**config.mk**
```make
export PLATFORM = sky130hd
export DESIGN_NAME = wb_stage
export DESIGN_NICKNAME = d
export VERILOG_FILES = /design/src/rtl/wb_stage.sv
export SDC_FILE = /design/constraint.sdc
export NUM_CORES = 1
export LEC_CHECK = 0
export BUFFER_PORTS_ARGS = -buffer_cell sky130_fd_sc_hd__buf_4
export CORE_MARGIN = 5
export CORE_UTILIZATION = 45
export CTS_BUF_LIST = sky130_fd_sc_hd__clkbuf_8
export CTS_CLUSTER_SIZE = 12
export DETAILED_ROUTE_END_ITERATION = 16
export PLACE_DENSITY_LB_ADDON = 0.08
export SLEW_MARGIN = 20
export SYNTH_ARGS = -nofsm -noshare
export SYNTH_HDL_FRONTEND = slang
export SYNTH_SLANG_ARGS = --single-unit
```
**constraint.sdc**
```tcl
create_clock -name CLK -period 2.1 [get_ports CLK]
set_input_delay 0.42 -clock CLK [delete_from_list [all_inputs] [get_ports CLK]]
set_output_delay 0.42 -clock CLK [all_outputs]
set_load 0.01 [all_outputs]
```
**src/rtl/wb_stage.sv**
```systemverilog
// Write-back stage: selects ALU or load data for the register-file write port and stalls upstream on loads.
// Optional WB_FWD_HISTORY_EN builds a one-deep history of committed writes on FWD1_*.
//
// state    | meaning
// ---------+----------------------------------------------------------
// IDLE     | accepting MEM-stage instructions, ALU writes issue next edge
// WAIT_MEM | load outstanding, upstream stalled, timeout counter running
module wb_stage #(
   parameter int DATA_W      = 32,
   parameter int REG_AW      = 4,
   parameter int MEM_TIMEOUT = 16
) (
   input  logic              CLK,
   input  logic              RST_N,
   input  logic              IN_VALID,
   input  logic              IN_RF_LD,
   input  logic              IN_MEM_RD,
   input  logic [REG_AW-1:0] IN_RD,
   input  logic [DATA_W-1:0] IN_ALU_OUT,
   input  logic [DATA_W-1:0] MEM_DATA,
   input  logic              MEM_READY,
   output logic              STALL,
   output logic [DATA_W-1:0] PC_OUT,
   output logic [REG_AW-1:0] C_OUT,
   output logic              RFLD_OUT,
   output logic              FWD0_VALID,
   output logic [REG_AW-1:0] FWD0_REG,
   output logic [DATA_W-1:0] FWD0_DATA,
   output logic              FWD1_VALID,
   output logic [REG_AW-1:0] FWD1_REG,
   output logic [DATA_W-1:0] FWD1_DATA,
   output logic              ERR
);

   typedef enum logic {
      IDLE     = 1'b0,
      WAIT_MEM = 1'b1
   } state_t;

   localparam logic [7:0] CNT_LAST = 8'(MEM_TIMEOUT - 1);

   state_t            state_q, state_d;
   logic [7:0]        cnt_q, cnt_d;
   logic [REG_AW-1:0] rd_q, rd_d;
   logic [DATA_W-1:0] pc_q, pc_d;
   logic [REG_AW-1:0] c_q, c_d;
   logic              rfld_q, rfld_d;
   logic              err_q, err_d;

   always_ff @(posedge CLK) begin
      if (!RST_N) begin
         state_q <= IDLE;
         cnt_q   <= '0;
         rd_q    <= '0;
         pc_q    <= '0;
         c_q     <= '0;
         rfld_q  <= 1'b0;
         err_q   <= 1'b0;
      end else begin
         state_q <= state_d;
         cnt_q   <= cnt_d;
         rd_q    <= rd_d;
         pc_q    <= pc_d;
         c_q     <= c_d;
         rfld_q  <= rfld_d;
         err_q   <= err_d;
      end
   end

   always_comb begin
      state_d = state_q;
      cnt_d   = cnt_q;
      rd_d    = rd_q;
      pc_d    = pc_q;
      c_d     = c_q;
      rfld_d  = 1'b0;
      err_d   = err_q;
      case (state_q)
         IDLE: begin
            if (IN_VALID && IN_RF_LD) begin
               if (IN_MEM_RD) begin
                  rd_d    = IN_RD;
                  cnt_d   = '0;
                  state_d = WAIT_MEM;
               end else begin
                  pc_d   = IN_ALU_OUT;
                  c_d    = IN_RD;
                  rfld_d = 1'b1;
               end
            end
         end
         WAIT_MEM: begin
            // Data arriving in the last allowed cycle still wins over the timeout.
            if (MEM_READY) begin
               pc_d    = MEM_DATA;
               c_d     = rd_q;
               rfld_d  = 1'b1;
               state_d = IDLE;
            end else if (cnt_q == CNT_LAST) begin
               err_d   = 1'b1;
               state_d = IDLE;
            end else begin
               cnt_d = cnt_q + 8'd1;
            end
         end
         default: state_d = IDLE;
      endcase
   end

   assign STALL      = (state_q == WAIT_MEM);
   assign PC_OUT     = pc_q;
   assign C_OUT      = c_q;
   assign RFLD_OUT   = rfld_q;
   assign ERR        = err_q;
   assign FWD0_VALID = rfld_q;
   assign FWD0_REG   = c_q;
   assign FWD0_DATA  = pc_q;

`ifdef WB_FWD_HISTORY_EN
   logic              fwd1_valid_q;
   logic [REG_AW-1:0] fwd1_reg_q;
   logic [DATA_W-1:0] fwd1_data_q;

   always_ff @(posedge CLK) begin
      if (!RST_N) begin
         fwd1_valid_q <= 1'b0;
         fwd1_reg_q   <= '0;
         fwd1_data_q  <= '0;
      end else if (rfld_q) begin
         fwd1_valid_q <= 1'b1;
         fwd1_reg_q   <= c_q;
         fwd1_data_q  <= pc_q;
      end
   end

   assign FWD1_VALID = fwd1_valid_q;
   assign FWD1_REG   = fwd1_reg_q;
   assign FWD1_DATA  = fwd1_data_q;
`else
   assign FWD1_VALID = 1'b0;
   assign FWD1_REG   = '0;
   assign FWD1_DATA  = '0;
`endif

endmodule

```
==> flow_summary_export.csv <==
group,metric,value,unit
synth,synth_top_cell_by_area,"dfxtp_1",
timing,grt_setup_unrepaired,"no",
setup_path,max_stage_delay,380,ps
final_layout,nNetsFinal,494,
power_and_ir_drop,powerDensity,574,mW/mm^2
clock_tree,cts_hold_buf,0,
synth,ys_types,34,
setup_path,cp_top_family,"simple AND/OR/NAND/NOR gates",
power_and_ir_drop,power,2240,uW
setup_path,path_cells,"ha_1 > and3_1 > a32o_1 > or2_1 > a21oi_2",
global_routing,grt_pass1_wl,11.1,mm
clock_tree,cts-root-buf,"clkbuf_8",
power_and_ir_drop,p_leak,0.00173,uW
synth,netlist_instances,313,
min_path,min_to,"rd_q[2]$_SDFFE_PN0P_",
drt,via_per_inst,4.73,
synth,synth.cell_area,0.00305,sq mm
final_layout,regArea,0.00102,sq mm
final_layout,multi_input_area,0.00148,sq mm
setup_path,start_kind,"flip-flop",
final_layout,stdcell_area,0.00390,sq mm
synth,synth_top_area_share,33.4,%
drt,drcViolationCount,0,
synth,yosysSeqAreaShare,33.4,%
setup_path,worst-endpoint-required,2340,ps
timing,clock-skew-final,2.65,ps
setup_path,end_kind,"flip-flop",
synth,synthTopCellsByCount,"buf_4 (77), dfxtp_1 (51), nor2_1 (45), mux2i_1 (42), a211oi_2 (36)",
global_routing,overflow,0,
synth,syn_area_per_cell,9.75,sq um
clock_tree,clk_pin_slew,90,ps
min_path,worstHoldPathCells,3,
drt,wirelength,7.05,mm
global_routing,grt_usage,15.6,%
setup_path,arrival,1890,ps
clock_tree,clk_path_buf_depth,2,
synth,synth.area.top_cells,"dfxtp_1 (33%), buf_4 (19%), a211oi_2 (15%), mux2i_1 (14%), nor2_1 (5.5%)",
final_layout,drive_above_1_share,48.8,%
die,start_util,45.7,%
drt,wl_per_cell,14.1,microns
synth,synth_most_common_cell,"buf_4",
run,maxCapViolations,0,
clock_tree,post_cts_buffers,0,
timing,final.setup.tns,0,ps
drt,first_pass_iters,4,
synth,yosysWarnings,0,
synth,ys_ff_latch,51,
clock_tree,h-tree-depth,2,
drt,drtIter0Drc,62,
die,pin_count,187,
min_path,min_path_type,"primary input to flip-flop",
setup_path,worstRegToRegCells,5,
setup_path,reg2reg_from,"cnt_q[0]$_SDFFE_PN0P_",
die,die_area,0.00853,sq mm
die,die_x,92.4,microns
final_layout,diodes,0,
final_layout,area_delta_synth_final,27.8,%
setup_path,rrSetupSlack,450,ps
placement,io_buffer_count,149,
drt,vias,2367,
global_routing,grt_pass1_vias,2310,
placement,place_area,0.00380,sq mm
clock_tree,cts_sinks,51,
setup_path,criticalPathCategory,"flip-flop to flip-flop",
placement,dp_hpwl,5.62,mm
clock_tree,cts_tree,"built",
die,rows,30,
placement,placed_cells,492,
synth,async_flop_share,0,%
setup_path,cp_max_fo,9,
die,coreArea,0.00668,sq mm
clock_tree,cts_resized,0,
timing,finalCriticalPeriod,1650,ps
timing,fmax,606,MHz
outcome,outcome,"finished, final reports clean",
die,die_h,92.4,microns
timing,finalHoldViolations,0,
setup_path,crit_path_top_delay_cell,"a32o_1",
setup_path,cp_num_buf_inv,0,
final_layout,n_fill_cell,635,
global_routing,grt_max_degree,26,
clock_tree,clk_latency,290,ps
drt,antenna_left,0,
clock_tree,cts_made_buffers,5,
timing,period_share,78.5,%
placement,gp_congestion,0.806,
timing,slew_violations,0,
final_layout,fin_cells,500,
global_routing,antenna_found_initial,0,
synth,synth-main-ff-cell,"dfxtp_1",
setup_path,worstReg2RegEnd,"cnt_q[1]$_SDFFE_PN0P_",
power_and_ir_drop,vdd_drop_max,274,uV
synth,synth_edf_count,0,
timing,setup_viol,0,
min_path,hp-start,"IN_RD[2]",
[how the worst max path moves through the flow]
stage          slack [ps]                  start                        end  cells after the start
6_report              450  cnt_q[0]$_SDFFE_PN0P_      cnt_q[1]$_SDFFE_PN0P_                      5
5_1_grt               340       STALL$_SDFF_PN0_      cnt_q[7]$_SDFFE_PN0P_                      4
4_1_cts               440       STALL$_SDFF_PN0_      cnt_q[1]$_SDFFE_PN0P_                      4
3_5_place_dp          420              IN_MEM_RD  FWD0_DATA[6]$_SDFFE_PN0P_                      6
3_3_place_gp          460       STALL$_SDFF_PN0_      cnt_q[1]$_SDFFE_PN0P_                      4
2_1_floorplan         560  cnt_q[0]$_SDFFE_PN0P_      cnt_q[1]$_SDFFE_PN0P_                      6
[cells in the final DEF (no fill, tap or decap), types with 2 or more instances in the layout]
cell type / instances
clkbuf_8: 7
dfxtp_1: 50
or2_1: 2
mux2i_1: 42
a211oi_2: 36
nand3_1: 4
o32ai_1: 2
inv_1: 2
buf_12: 2
nand2_1: 10
nor2_1: 45
a21oi_1: 4
conb_1: 37
o21ai_1: 4
buf_4: 154
[metal layers]
| layer | GRT usage (%) | vias up | part of all wire (%) |
|---|---|---|---|
| li1 | - | 1187 | - |
| met1 | 18.2 | 1072 | 38 |
| met3 | 5.20 | 7 | 11 |
| met2 | 27.7 | 101 | 50 |
| met4 | 3.71 | 0 | 0.96 |
| met5 | 0 | - | 0 |
[report_power, final]
part	total [uW]	switching, uW	internal (uW)
Combinational	573	276	298
Clock	602	305	296
Sequential	1060	43.4	1020
Total	2240	624	1610
[sequential cells by signal, indices dropped and copies added, names as in the netlist]
signal and cells:
cnt_q 8, STALL 1, FWD0_DATA 32, rd_q 4, C_OUT 4, FWD0_VALID 1
ERR 1
[layout make-up]
class,count,share of cell area [%]
Timing Repair Buffer,156,30.7
Sequential cell,51,26.2
Multi-Input combinational cell,203,37.8
Tap cell,80,2.57
Clock inverter,1,0.0962
Inverter,2,0.192
Clock buffer,7,2.47
[kinds of logic (layout without fill, tap and decap cells)]
group,Yosys count,in the layout,share of synthesized area (%)
AO/OA/AOI/OAI,54,54,18.9
adder cells (fa/ha/maj),1,1,0.410
buffers and inverters,95,166,23.0
flip-flops,51,51,33.4
multiplexers,42,42,13.8
other,1,37,0.123
AND/OR/NAND/NOR,69,69,10.3
[worst min-delay path: stages]
cell     delay [ps]
buf_4            80
mux2i_1          50
nor2_1           70
[through the flow]
step | util [%] | setup slack (ps) | hold WS (ps)
after global routing | 58.4 | 343 | 371
after global placement | 56.9 | 457 | 449
after floorplan | - | 555 | 458
after detailed placement | 56.9 | 416 | 459
after CTS | 58.4 | 443 | 358
final | 58.4 | 451 | 364
Power figures use the tool's default switching activity.
